--- config.mk ---
export PLATFORM = sky130hd
export DESIGN_NAME = fetch_cycle_flat
export DESIGN_NICKNAME = d
export VERILOG_FILES = /design/src/rtl/fetch_cycle_if.sv /design/src/rtl/fetch_cycle.sv /design/src/flat_wrapper.sv
export SDC_FILE = /design/constraint.sdc
export NUM_CORES = 1
export LEC_CHECK = 0
export BUFFER_PORTS_ARGS = -buffer_cell sky130_fd_sc_hd__buf_2
export CORE_MARGIN = 2
export CORE_UTILIZATION = 55
export DETAILED_ROUTE_END_ITERATION = 16
export HOLD_SLACK_MARGIN = 0.12
export PLACE_DENSITY = 0.85
export SYNTH_ARGS = -nofsm -noshare
export SYNTH_HDL_FRONTEND = slang
export SYNTH_SLANG_ARGS = --single-unit
--- constraint.sdc ---
create_clock -name clk -period 5.9 [get_ports clk]
set_input_delay 0.295 -clock clk [delete_from_list [all_inputs] [get_ports clk]]
set_output_delay 0.295 -clock clk [all_outputs]
set_load 0.005 [all_outputs]
--- src/rtl/fetch_cycle_if.sv ---
// Fetch-stage bus: hazard/redirect controls in, instruction memory port, IF/ID register out.
interface fetch_cycle_if;
    logic        PCSrcE;
    logic [31:0] PCTargetE;
    logic        StallF;
    logic        StallD;
    logic        FlushD;
    logic [31:0] imem_rdata;
    logic [31:0] imem_addr;
    logic [31:0] InstrD;
    logic [31:0] PCD;
    logic [31:0] PCPlus4D;
    logic        ValidD;
    logic [31:0] FetchCount;

    modport slave (
        input  PCSrcE, PCTargetE, StallF, StallD, FlushD, imem_rdata,
        output imem_addr, InstrD, PCD, PCPlus4D, ValidD, FetchCount
    );

    modport master (
        output PCSrcE, PCTargetE, StallF, StallD, FlushD, imem_rdata,
        input  imem_addr, InstrD, PCD, PCPlus4D, ValidD, FetchCount
    );
endinterface

--- src/rtl/fetch_cycle.sv ---
// Instruction-fetch stage: owns PCF, addresses the combinational imem and fills the IF/ID register.
module fetch_cycle #(
    parameter logic [31:0] RESET_PC  = 32'h0000_0000,
    parameter logic [31:0] NOP_INSTR = 32'h0000_0013
) (
    input  logic          clk,
    input  logic          rst,
    fetch_cycle_if.slave  bus
);
    localparam int unsigned XLEN = 32;

    typedef struct packed {
        logic [XLEN-1:0] instr;
        logic [XLEN-1:0] pc;
        logic [XLEN-1:0] pc_plus4;
        logic            valid;
    } ifid_t;

    logic [XLEN-1:0] pcf_q, pcf_d;
    logic [XLEN-1:0] pc_plus4_f;
    logic [XLEN-1:0] fetch_count_q, fetch_count_d;
    ifid_t           ifid_q, ifid_d;
    ifid_t           ifid_bubble;

    assign ifid_bubble = '{instr: NOP_INSTR, pc: '0, pc_plus4: '0, valid: 1'b0};

    // Next PC: redirect beats stall; target is forced word-aligned.
    always_comb begin
        pc_plus4_f = pcf_q + XLEN'(4);
        pcf_d      = pc_plus4_f;
        if (bus.PCSrcE) begin
            pcf_d = bus.PCTargetE & ~XLEN'(3);
        end else if (bus.StallF) begin
            pcf_d = pcf_q;
        end
    end

    // IF/ID: a redirect squashes the wrong-path fetch in the same edge as a decode flush.
    always_comb begin
        ifid_d        = ifid_q;
        fetch_count_d = fetch_count_q;
        if (bus.FlushD || bus.PCSrcE) begin
            ifid_d = ifid_bubble;
        end else if (!bus.StallD) begin
            ifid_d        = '{instr: bus.imem_rdata, pc: pcf_q, pc_plus4: pc_plus4_f, valid: 1'b1};
            fetch_count_d = fetch_count_q + XLEN'(1);
        end
    end

    always_ff @(posedge clk or negedge rst) begin
        if (!rst) begin
            pcf_q         <= RESET_PC;
            ifid_q        <= ifid_bubble;
            fetch_count_q <= '0;
        end else begin
            pcf_q         <= pcf_d;
            ifid_q        <= ifid_d;
            fetch_count_q <= fetch_count_d;
        end
    end

    assign bus.imem_addr  = pcf_q;
    assign bus.InstrD     = ifid_q.instr;
    assign bus.PCD        = ifid_q.pc;
    assign bus.PCPlus4D   = ifid_q.pc_plus4;
    assign bus.ValidD     = ifid_q.valid;
    assign bus.FetchCount = fetch_count_q;
endmodule
--- src/flat_wrapper.sv ---
// flat-port wrapper written by rule: the top's interface ports become plain ports
module fetch_cycle_flat 
#(
    parameter logic [31:0] RESET_PC  = 32'h0000_0000,
    parameter logic [31:0] NOP_INSTR = 32'h0000_0013
)
  (clk, rst, bus_PCSrcE, bus_PCTargetE, bus_StallF, bus_StallD, bus_FlushD, bus_imem_rdata, bus_imem_addr, bus_InstrD, bus_PCD, bus_PCPlus4D, bus_ValidD, bus_FetchCount);
  fetch_cycle_if bus_i ();
  input  logic clk;
  input  logic rst;
  input wire logic [$bits(bus_i.PCSrcE)-1:0] bus_PCSrcE;
  input wire logic [$bits(bus_i.PCTargetE)-1:0] bus_PCTargetE;
  input wire logic [$bits(bus_i.StallF)-1:0] bus_StallF;
  input wire logic [$bits(bus_i.StallD)-1:0] bus_StallD;
  input wire logic [$bits(bus_i.FlushD)-1:0] bus_FlushD;
  input wire logic [$bits(bus_i.imem_rdata)-1:0] bus_imem_rdata;
  output wire logic [$bits(bus_i.imem_addr)-1:0] bus_imem_addr;
  output wire logic [$bits(bus_i.InstrD)-1:0] bus_InstrD;
  output wire logic [$bits(bus_i.PCD)-1:0] bus_PCD;
  output wire logic [$bits(bus_i.PCPlus4D)-1:0] bus_PCPlus4D;
  output wire logic [$bits(bus_i.ValidD)-1:0] bus_ValidD;
  output wire logic [$bits(bus_i.FetchCount)-1:0] bus_FetchCount;
  assign bus_i.PCSrcE = bus_PCSrcE;
  assign bus_i.PCTargetE = bus_PCTargetE;
  assign bus_i.StallF = bus_StallF;
  assign bus_i.StallD = bus_StallD;
  assign bus_i.FlushD = bus_FlushD;
  assign bus_i.imem_rdata = bus_imem_rdata;
  assign bus_imem_addr = bus_i.imem_addr;
  assign bus_InstrD = bus_i.InstrD;
  assign bus_PCD = bus_i.PCD;
  assign bus_PCPlus4D = bus_i.PCPlus4D;
  assign bus_ValidD = bus_i.ValidD;
  assign bus_FetchCount = bus_i.FetchCount;
  fetch_cycle #(.RESET_PC(RESET_PC), .NOP_INSTR(NOP_INSTR)) u_core (.clk(clk), .rst(rst), .bus(bus_i));
endmodule
### After elaboration in Yosys (flattened, before gate mapping)

Index checks and enable logic that the tools add are counted.

* bits in registers: 161
* latch bits: 0
* memory bits (writable): 0
* memory bits (read-only): 0
* bits of input ports: 70
* output and inout port bits: 161
* word-level logic and storage cells: 18
* memories kept: 0

* $add $sub $neg: 2
* multipliers: 0
* divide/modulo/power cells: 0
* order comparisons: 0
* eq/ne operators: 2
* shift operators: 0
* multiplexer cells: 4
* bitwise operators: 2
* reductions and logical operators: 2

Operators by type and width (number)
* 97-bit two-way mux: 2
* 32-bit two-way mux: 2
* 32-bit by 1-bit adder with 32-bit output, second input constant: 1
* 32-bit by 3-bit adder with 32-bit output, second input constant: 1
* 2-bit by 1-bit inequality test with 1-bit output, second input constant: 1
* 2-bit inequality test, second input constant: 1
* 1-bit NOT: 2
* 2-bit AND reduction: 1
* 1-bit logical OR: 1

### Depth between registers and ports, before layout

Gate-level depths: netlist (run 1).

* word-level depth: 3
* gate-level depth with buffers: 8
* depth with buffers taken out: 5

### Least setup slack after synthesis (run 1)

Ideal clock, no wire load.

* path kind: flip-flop to flip-flop
* from: register u_core.pcf_q[2] (netlist: u_core.bus.imem_addr[2])
* to: register u_core.ifid_q (netlist bit u_core.bus.PCPlus4D[24])
* setup time: 126 ps
* arrival: 1963 ps
* required time: 5774 ps
* slack: 3811 ps
* cell stages (with the launch flop): 7
* path through: dfrtp_1 -> ha_1 -> nand3_2 -> or4_1 -> buf_2 -> o311a_1 -> a221o_1

* cells in the longest elaborated chain, start to end: 3

RTL lines
* from (decl): line fetch_cycle.sv:19 `logic [XLEN-1:0] pcf_q, pcf_d;`
* from (signal assigned): line fetch_cycle.sv:56 `pcf_q <= pcf_d;`
* 32-bit by 3-bit adder with 32-bit output: line fetch_cycle.sv:29 `pc_plus4_f = pcf_q + XLEN'(4);`
* 97-bit two-way mux: line fetch_cycle.sv:44 `end else if (!bus.StallD) begin`
* 97-bit two-way mux: line fetch_cycle.sv:42 `if (bus.FlushD || bus.PCSrcE) begin`
* to (signal assigned): line fetch_cycle.sv:53 `ifid_q <= ifid_bubble;`
* to (signal assigned): line fetch_cycle.sv:57 `ifid_q <= ifid_d;`
* to (decl): line fetch_cycle.sv:22 `ifid_t ifid_q, ifid_d;`

Every way passes these cells. The select of a mux whose other input is x is not followed.
A chain may end at the register's enable or synchronous reset.

### Worst setup path in the final report (run 1)

* from: register u_core.pcf_q[4] (netlist: u_core.bus.imem_addr[4])
* to: register u_core.pcf_q[21] (netlist: u_core.bus.imem_addr[21])

* cells in the longest elaborated chain, start to end: 3

RTL lines
* 32-bit by 3-bit adder with 32-bit output: line fetch_cycle.sv:29
* 32-bit two-way mux: line fetch_cycle.sv:33 `end else if (bus.StallF) begin`
* 32-bit two-way mux: line fetch_cycle.sv:31 `if (bus.PCSrcE) begin`

Every way passes these cells. The select of a mux whose other input is x is not followed.

==> flow_summary.toml, run 1 <==
[floorplanning]
coreArea_um2 = 12700
floorplan.die.height_um = 118
die_w_um = 118
fp.dieArea_um2 = 14000
num_rows = 41
floorplan.initialDensity = 0.566
ioPinCount = 231

[setup_path]
timing.critical_path.mode_cell = "or4_1"
required_ns = 6.25
timing.critical_path.slowest_cell_delay_ns = 0.91
timing.critical_path.max_delay_family = "simple AND/OR/NAND/NOR gates"
cp.buffers_inverters = 0
critical_path_arrival_ns = 2.95
worstPathCellList = "nand3_1 > or4_1 > or4_1 > a31oi_1"
cp-start-kind = "flop"
worst_setup_path_end_kind = "flop"
timing.critical_path.slowest_stage_cell = "or4_1"
critical_path_peak_fanout = 13
criticalPathCategory = "reg2reg"

[sta]
final-setup-viol-count = 0
maxSlewViolCount = 0
maximum_clock_frequency_mhz = 384
tns_ns = 0
post-route-min-period_ns = 2.60
final_critical_path_setup_slack_ns = 3.30
finalHoldViolCount = 0
unrepaired_setup_endpoints_after_global_routing = "no"
layout_worst_path_cycle_share = 0.441
relSlewSlack = 0.329
fin_skew_ns = 0.0239
worst_slew_pin_slew_ns = 1.01

[logic_synthesis]
synthesis_warning_total = 0
synthDistinctLibCells = 53
async_reset_ff_frac = 1.00
synthFlopType = "dfrtp_1"
synth.ff_latch_count = 155
synth_enable_flop_cells = 0
syn_inst = 691
avgSynthCellArea_um2 = 10.4
synth-seq-area-share = 0.539
syn_area_um2 = 7200

[global_routing]
grt_usage = 0.300
antenna_found_initial = 1
grtUsageMet1 = 0.386
globalRouteMet3Util = 0.0806
maximum_number_of_pins_on_one_net_before_global_route_repair = 104
grt_overflow_total = 0
grt_busiest_layer = "met2"
grt_first_pass_wirelength_mm = 33.4
number_of_global_route_vias_before_repair = 6331
groute.layer.met2.usage = 0.488

[clocking]
cts.sinks = 155
post_cts_resize_count = 0
tritoncts = "built"
post_cts_buffers = 0
clock_h_tree_levels = 4
clock_latency_ns = 0.43
clk_transition_reported_paths_ns = 0.06
tritoncts.num_buffers = 17
clk_path_buf_depth = 2
cts-hold-fix-buffers = 47
cts.root.buffer_cell = "clkbuf_16"

[routing]
initialDrtViolationCount = 588
vias_per_cell = 5.93
wl_mm = 20.8
drt-pass1-iter-count = 5
route.detailed.drc = 0
num_vias = 6575
postRouteAntennaNets = 0
post_drt_wl_per_cell_um = 18.8

[flow_run]
maxCapViolCount = 0

[final_layout]
final_core_util = 0.732
finish.net_count = 995
final_area_um2 = 9310
ff_latch_area_um2 = 3880
drive_above_1_share = 0.283
syn_to_final_growth_pct = 29.3
multi_input_comb_area_um2 = 3000
nFillCells = 938

[min_path]
hold_path_class = "in2reg"

[placement]
place.gp.congestion = 0.896
dp_hpwl_mm = 13.0
preCtsSetupSlack_ns = 3.36
dpl_cell_area_um2 = 8270
number_of_buffer_cells_added_on_primary_ports = 222

[pwr]
vdd_ir_drop_max_mv = 0.224
report.power.total_mw = 2.53
pwr_per_cell_area_nw_per_um2 = 272
p_leak_nw = 4.57

[run_status]
status = "completed"
[area by class of cell]
| cell class | count | area share |
|---|---|---|
| diodes | 1 | 0.000269 |
| clock inverters | 9 | 0.00968 |
| multi-input cells | 468 | 0.323 |
| flip-flops and latches | 155 | 0.417 |
| repair buffers | 273 | 0.174 |
| well taps | 172 | 0.0231 |
| inverters | 8 | 0.00323 |
| clock buffers | 22 | 0.0499 |
[through the flow]
step	cells	hold slack, ns
floorplan	696	-0.000591
global placement	1028	0.446
detailed placement	1028	0.450
CTS	1106	0.122
global route	1108	0.123
finish	1108	0.123
[worst paths after layout]
kind                                                           from                                     to  slack (ns)  cells after the start
worst min register to register       u_core.bus.PCD[21]$_DFFE_PN0P_         u_core.bus.PCD[21]$_DFFE_PN0P_        0.46                      2
max in group asynchronous                                       rst  u_core.bus.FetchCount[12]$_DFFE_PN0P_        4.12                      3
worst max-delay path            u_core.bus.imem_addr[4]$_DFFE_PN0N_   u_core.bus.imem_addr[21]$_DFFE_PN0N_        3.30                      4
min in group asynchronous                                       rst         u_core.bus.PCD[10]$_DFFE_PN0P_        0.55                      2
worst max register to register  u_core.bus.imem_addr[4]$_DFFE_PN0N_   u_core.bus.imem_addr[21]$_DFFE_PN0N_        3.30                      4
worst min-delay path                              bus_PCTargetE[25]   u_core.bus.imem_addr[25]$_DFFE_PN0N_        0.12                      3
[sequential cells by signal (all words and copies together) (netlist names)]
name / count
u_core.bus.imem_addr: 30
u_core.bus.PCPlus4D: 30
u_core.bus.InstrD: 32
u_core.bus.ValidD: 1
u_core.bus.PCD: 30
u_core.bus.FetchCount: 32
[cells in the mapped netlist (2+ instances only)]
| cell type | count | area [um^2] |
|---|---|---|
| nand4_1 | 20 | 125 |
| nand2_1 | 75 | 282 |
| o211ai_1 | 8 | 60.1 |
| xnor2_1 | 30 | 263 |
| nor4_1 | 15 | 93.8 |
| buf_1 | 2 | 7.51 |
| clkbuf_1 | 36 | 135 |
| and3_1 | 7 | 43.8 |
| or4_1 | 13 | 97.6 |
| buf_4 | 10 | 75.1 |
| nand4b_1 | 2 | 17.5 |
| a22o_1 | 56 | 490 |
| inv_1 | 8 | 30.0 |
| or3_1 | 10 | 62.6 |
| dfstp_2 | 3 | 78.8 |
| a31oi_1 | 16 | 100 |
| clkbuf_2 | 4 | 20.0 |
| o311a_1 | 3 | 30.0 |
| o22a_1 | 3 | 26.3 |
| and4_1 | 7 | 61.3 |
| a221o_1 | 5 | 50.1 |
| o21ai_0 | 35 | 175 |
| buf_2 | 12 | 60.1 |
| and2_1 | 5 | 31.3 |
| a32oi_1 | 4 | 35.0 |
| o31ai_1 | 7 | 52.6 |
| nor3_1 | 25 | 125 |
| nand3_1 | 26 | 130 |
| xor2_1 | 26 | 228 |
| ha_1 | 2 | 25.0 |
| o311ai_0 | 3 | 26.3 |
| dfrtp_1 | 152 | 3800 |
| nor2b_1 | 2 | 12.5 |
| nand4_4 | 2 | 42.5 |
| nor2_1 | 39 | 146 |
[cells by family after synthesis]
group | Yosys count | share of synthesized area
other cells | 1 | 0.000521
xor+xnor | 56 | 0.0682
mux | 1 | 0.00139
fa+ha+maj | 2 | 0.00348
buf+inv | 73 | 0.0471
compound gates | 146 | 0.151
flops | 155 | 0.539
simple gates | 257 | 0.188
[power breakdown]
part	switching [mW]	total [mW]	internal (mW)
combinational	0.152	0.288	0.136
sequential	0.0891	1.21	1.12
clock	0.431	1.03	0.602
total	0.672	2.53	1.86
[tightest hold or removal path, stage by stage]
cell and delay, ns:
buf_2 0.09, nor2_1 0.07, a31oi_1 0.04
[layer usage]
metal  up-vias  part of all wire
met5         -                 0
met4         0             0.027
met3        41             0.077
met2       343              0.51
met1      3214              0.39
li1       2977                 -
[cell usage in the layout (no fill, tap or decap), types with 6 or more instances in the layout]
cell type | Yosys | final
o21ai_0 | 35 | 35
a22o_1 | 56 | 56
and4_1 | 7 | 7
buf_2 | 12 | 221
dlygate4sd3_1 | 0 | 48
or3_1 | 10 | 10
and3_1 | 7 | 7
nand3_1 | 26 | 26
conb_1 | 1 | 6
nand4_1 | 20 | 20
nor4_1 | 15 | 15
xnor2_1 | 30 | 30
nor2_1 | 39 | 39
nand2_1 | 75 | 75
dfrtp_1 | 152 | 152
o31ai_1 | 7 | 7
nor3_1 | 25 | 24
inv_1 | 8 | 8
or4_1 | 13 | 13
o211ai_1 | 8 | 8
a31oi_1 | 16 | 16
clkbuf_16 | 0 | 17
xor2_1 | 26 | 26
(Power assumes the default switching activity.)
==> run 2: changes to the inputs <==
--- a/config.mk
+++ b/config.mk
@@ -7,10 +7,10 @@
 export LEC_CHECK = 0
 export BUFFER_PORTS_ARGS = -buffer_cell sky130_fd_sc_hd__buf_2
 export CORE_MARGIN = 2
-export CORE_UTILIZATION = 55
+export CORE_UTILIZATION = 46
 export DETAILED_ROUTE_END_ITERATION = 16
 export HOLD_SLACK_MARGIN = 0.12
-export PLACE_DENSITY = 0.85
+export PLACE_DENSITY = 0.76
 export SYNTH_ARGS = -nofsm -noshare
 export SYNTH_HDL_FRONTEND = slang
 export SYNTH_SLANG_ARGS = --single-unit
==> constraint.sdc (replaced) <==
create_clock -name clk -period 2.2 [get_ports clk]
set_input_delay 0.11 -clock clk [delete_from_list [all_inputs] [get_ports clk]]
set_output_delay 0.11 -clock clk [all_outputs]
set_load 0.005 [all_outputs]
==> flow_summary.toml, run 2 (synthesis results as in run 1) <==
[floorplanning]
floorplan.die.height_um = 129
die_w_um = 129
fp.dieArea_um2 = 16700
floorplan.initialDensity = 0.472
coreArea_um2 = 15300
num_rows = 45
ioPinCount = 231

[placement]
number_of_buffer_cells_added_on_primary_ports = 222
placed_cells = 1114
place.gp.congestion = 0.920
dp_hpwl_mm = 14.3

[clocking]
clock_latency_ns = 0.43
clock_h_tree_levels = 4
clk_transition_reported_paths_ns = 0.07
tritoncts.num_buffers = 17
cts.sinks = 155
clk_path_buf_depth = 2
cts.root.buffer_cell = "clkbuf_16"
tritoncts = "built"
post_cts_buffers = 0

[sta]
final-setup-viol-count = 0
post-route-min-period_ns = 2.07
finalHoldViolCount = 0
hold_slack_ns = 0.201
tns_ns = 0
maxSlewViolCount = 0
layout_worst_path_cycle_share = 0.940
fin_skew_ns = 0.00946
worst_slew_pin_slew_ns = 0.550
relSlewSlack = 0.633
unrepaired_setup_endpoints_after_global_routing = "no"
maximum_clock_frequency_mhz = 483

[setup_path]
worstPathCellList = "buf_4 > nand3_1 > or4_4 > or4_1 > a31oi_1"
criticalPathCategory = "reg2reg"
critical_path.reg2reg.endpoint = "u_core.bus.imem_addr[25]$_DFFE_PN0N_"
worst_setup_path_end_kind = "flop"
setup.reg_to_reg.worst_slack_ns = 0.13
critical_path_arrival_ns = 2.42
timing.critical_path.slowest_stage_cell = "or4_4"
crit_start = "u_core.bus.imem_addr[2]$_DFFE_PN0N_"
reg2reg_depth = 5
required_ns = 2.55
timing.critical_path.slowest_cell_delay_ns = 0.66
r2r_start = "u_core.bus.imem_addr[2]$_DFFE_PN0N_"
cp-start-kind = "flop"
critical_path_peak_fanout = 12

[pwr]
power_frac_clock = 0.406
vdd_ir_drop_max_mv = 0.539
share_comb_of_total_power = 0.139
pwr_per_cell_area_nw_per_um2 = 700
power_report.internal_total_mw = 4.98
power.net_switching_mw = 2.00
p_leak_nw = 4.91
seq_power_share = 0.455
report.power.total_mw = 6.98
power.share.switching = 0.287

[routing]
initialDrtViolationCount = 413
wl_mm = 21.2
vias_per_cell = 5.52
post_drt_wl_per_cell_um = 17.4
postRouteAntennaNets = 0
num_vias = 6692
drt-pass1-iter-count = 5
route.detailed.drc = 0

[final_layout]
finish.net_count = 1061
n_antenna_cell = 0
layout.cells.non_filler = 1213
drive_above_1_share = 0.318
final_cell_mix = "221 x buf_2, 152 x dfrtp_1, 75 x nand2_1"
most_frequent_standard_cell_in_the_layout_excluding_fill_and_tap_cells = "buf_2"
syn_to_final_growth_pct = 38.5

[run_status]
status = "completed"

[global_routing]
grt_overflow_total = 0
number_of_global_route_vias_before_repair = 6439
grt_usage = 0.257
grt_first_pass_wirelength_mm = 33.6
maximum_number_of_pins_on_one_net_before_global_route_repair = 77
antenna_found_initial = 0

[min_path]
hold_path_class = "in2async"

[flow_run]
maxCapViolCount = 0
-- run 2: cell count changes in the layout (fill, tap and decap cells not counted), moves of 2 or more --
cell	change
inv_8	+3
or4_4	+2
dlygate4sd3_1	+19
inv_6	+8
buf_12	+4
buf_4	+43
or4_1	-2
clkbuf_1	-3
clkinvlp_4	-4
clkbuf_8	-2
-- run 2: area by class of cell --
type	instances	area, um^2
clock buffers	17	425
inverters	8	30.0
fillers	1177	5290
flip-flops and latches	155	3880
repair buffers	339	2210
multi-input cells	468	3020
well taps	211	264
clock inverters	15	138
-- run 2: what timing repair did --
item                                    4_1_cts  5_1_grt
endpoints found under the hold margin       171        0
endpoints found under the setup margin        0        6
resized for setup                             0        3
hold buffers                                 67        0
-- run 2: worst max-delay path, delay by kind of cell, from the launching register on --
family,cells,cell delay [ns]
DFF,1,0.35
and+or+nand+nor,3,1.32
AOI/OAI and AO/OA,1,0.17
buffers and inverters,1,0.15
-- run 2: stage by stage --
stage / util / setup WS [ns] / area (um^2)
3_3_place_gp: 0.572 / 0.111 / 8720
3_5_place_dp: 0.572 / 0.0636 / 8720
2_1_floorplan: - / 0.111 / 7220
5_1_grt: 0.653 / 0.0586 / 9970
6_report: 0.653 / 0.132 / 9970
4_1_cts: 0.652 / 0.0606 / 9950
-- run 2: per-layer routing --
metal | part of all wire | global-route usage | routed length, um
met5 | 0 | 0 | 0
met4 | 0.027 | 0.104 | 567
met3 | 0.069 | 0.0541 | 1450
met2 | 0.49 | 0.425 | 10400
met1 | 0.41 | 0.332 | 8740
-- run 2: worst max path at each step --
stage          cells past startpoint                                   end  slack, ns
2_1_floorplan                      6   u_core.bus.PCPlus4D[24]$_DFFE_PN0P_       0.11
3_3_place_gp                       5   u_core.bus.PCPlus4D[24]$_DFFE_PN0P_       0.11
3_5_place_dp                       5   u_core.bus.PCPlus4D[24]$_DFFE_PN0P_       0.06
4_1_cts                            5   u_core.bus.PCPlus4D[24]$_DFFE_PN0P_       0.06
5_1_grt                            5   u_core.bus.PCPlus4D[24]$_DFFE_PN0P_       0.06
6_report                           5  u_core.bus.imem_addr[25]$_DFFE_PN0N_       0.13
-- run 2: power by group through the flow --
| stage | combinational (mW) | clock [mW] | sequential [mW] |
|---|---|---|---|
| global placement | 0.855 | 0 | 3.22 |
| CTS | 0.964 | 2.87 | 3.17 |
| global route | 1.07 | 3.00 | 3.19 |
| floorplan | 0.405 | 0 | 3.20 |
| finish | 0.972 | 2.83 | 3.18 |
| detailed placement | 0.869 | 0 | 3.22 |
==> run 3: changes to the inputs <==
==> constraint.sdc (replaced) <==
create_clock -name clk -period 1.8 [get_ports clk]
set_input_delay 0.09 -clock clk [delete_from_list [all_inputs] [get_ports clk]]
set_output_delay 0.09 -clock clk [all_outputs]
set_load 0.005 [all_outputs]
==> flow_summary.toml, run 3 (synthesis results as in run 1) <==
[final_layout]
n_antenna_cell = 0
most_frequent_standard_cell_in_the_layout_excluding_fill_and_tap_cells = "buf_2"
nFillCells = 1131
drive_above_1_share = 0.379
final_cell_mix = "221 x buf_2, 143 x dfrtp_1, 93 x buf_4"
syn_to_final_growth_pct = 47.5
layout.cells.non_filler = 1268
finish.net_count = 1116

[clocking]
clk_transition_reported_paths_ns = 0.06
clk_path_buf_depth = 2
tritoncts = "built"
cts.sinks = 155
clock_latency_ns = 0.41
cts.root.buffer_cell = "clkbuf_16"
clock_h_tree_levels = 4
tritoncts.num_buffers = 17

[sta]
final_critical_path_setup_slack_ns = -0.113
final-setup-viol-count = 21
layout_worst_path_cycle_share = 1.06
hold_slack_ns = 0.175
unrepaired_setup_endpoints_after_global_routing = "yes"
maxSlewViolCount = 0
tns_ns = -0.919
maximum_clock_frequency_mhz = 523
fin_skew_ns = 0.00769
post-route-min-period_ns = 1.91
finalHoldViolCount = 0

[pwr]
pwr_per_cell_area_nw_per_um2 = 833
p_leak_nw = 5.25
report.power.total_mw = 8.84
vdd_ir_drop_max_mv = 0.677

[setup_path]
setup.reg_to_reg.worst_slack_ns = -0.11
reg2reg_depth = 5
worst_setup_path_end_kind = "flop"
required_ns = 2.15
critical_path_peak_fanout = 6
criticalPathCategory = "reg2reg"
critical_path_arrival_ns = 2.27
cp-start-kind = "flop"

[floorplanning]
floorplan.die.height_um = 129
coreArea_um2 = 15300
floorplan.initialDensity = 0.472
num_rows = 45
ioPinCount = 231
die_w_um = 129
fp.dieArea_um2 = 16700

[global_routing]
number_of_global_route_vias_before_repair = 6814
globalRouteMet3Util = 0.0557
grt_first_pass_wirelength_mm = 35.3
grtUsageMet1 = 0.359
grt_busiest_layer = "met2"
groute.layer.met2.usage = 0.444
grt_overflow_total = 0
grt_usage = 0.270
antenna_found_initial = 0
maximum_number_of_pins_on_one_net_before_global_route_repair = 90

[placement]
number_of_buffer_cells_added_on_primary_ports = 222
preCtsSetupSlack_ns = -0.233
placed_cells = 1154
place.gp.congestion = 0.865
dp_hpwl_mm = 14.6

[routing]
postRouteAntennaNets = 0
post_drt_wl_per_cell_um = 17.8
initialDrtViolationCount = 567
wl_mm = 22.5
drt-pass1-iter-count = 7
vias_per_cell = 5.59
num_vias = 7082
route.detailed.drc = 0

[min_path]
hold_path_class = "in2reg"
hold_path_depth = 4

[flow_run]
maxCapViolCount = 0

[run_status]
status = "finished with violations"
violated_checks = "setup timing"
run 3: changes by cell type in the layout (fill, tap and decap cells not counted), sizes merged:
cell          before  now
clkinv             1    4
dlymetal6s4s       0    1
clkbuf            17   22
buf              272  325
clkinvlp           1    3
or4               14   15
bufinv             0    2
inv               21    9
run 3: cell type report:
type / count / area, um^2 / share of cell area
inverter: 8 / 30.0 / 0.00283
multi-input combinational: 469 / 3190 / 0.300
clock inverter: 10 / 115 / 0.0108
tap: 211 / 264 / 0.0249
sequential: 155 / 3890 / 0.367
timing repair buffer: 393 / 2660 / 0.250
clock buffer: 22 / 474 / 0.0447
run 3: metrics by stage:
step                      cell area [um^2]  utilization
final                                10600        0.696
after global routing                 10600        0.696
after CTS                            10500        0.686
after detailed placement              9040        0.592
after global placement                9040        0.592
after floorplan                       7260            -
run 3: final timing paths:
path                                                    endpoint                                start
max in group asynchronous  u_core.bus.FetchCount[16]$_DFFE_PN0P_                                  rst
min reg2reg                       u_core.bus.PCD[19]$_DFFE_PN0P_       u_core.bus.PCD[19]$_DFFE_PN0P_
min in group asynchronous  u_core.bus.FetchCount[10]$_DFFE_PN0P_                                  rst
min                         u_core.bus.FetchCount[2]$_DFFE_PN0P_                           bus_PCSrcE
max reg2reg                  u_core.bus.PCPlus4D[17]$_DFFE_PN0P_  u_core.bus.imem_addr[3]$_DFFE_PN0N_
max                          u_core.bus.PCPlus4D[17]$_DFFE_PN0P_  u_core.bus.imem_addr[3]$_DFFE_PN0N_
run 3: worst max-delay path, cell delays in order, from the launching register on:
cell	delay (ns)
dfrtp_1	0.42
nand3_2	0.12
or4_4	0.60
buf_12	0.16
or4_4	0.48
nand3_2	0.07
run 3: what timing repair did:
action                                  4_1_cts  5_1_grt
hold buffers                                 68        0
pin swaps                                    21       15
cloned                                        2        0
setup buffers                                 6        6
endpoints found under the setup margin       33       48
endpoints found under the hold margin       217        0
resized for setup                            20       35
run 3: where the power goes:
part / internal (mW) / switching [mW] / total (mW)
combinational: 0.686 / 0.709 / 1.39
sequential: 3.68 / 0.178 / 3.86
clock: 2.15 / 1.44 / 3.59
run 3: layer usage:
metal | routed length (um) | up-vias
met1 | 9320 | 3439
met3 | 1640 | 59
li1 | - | 3230
met5 | 0 | -
met2 | 10900 | 354
met4 | 669 | 0
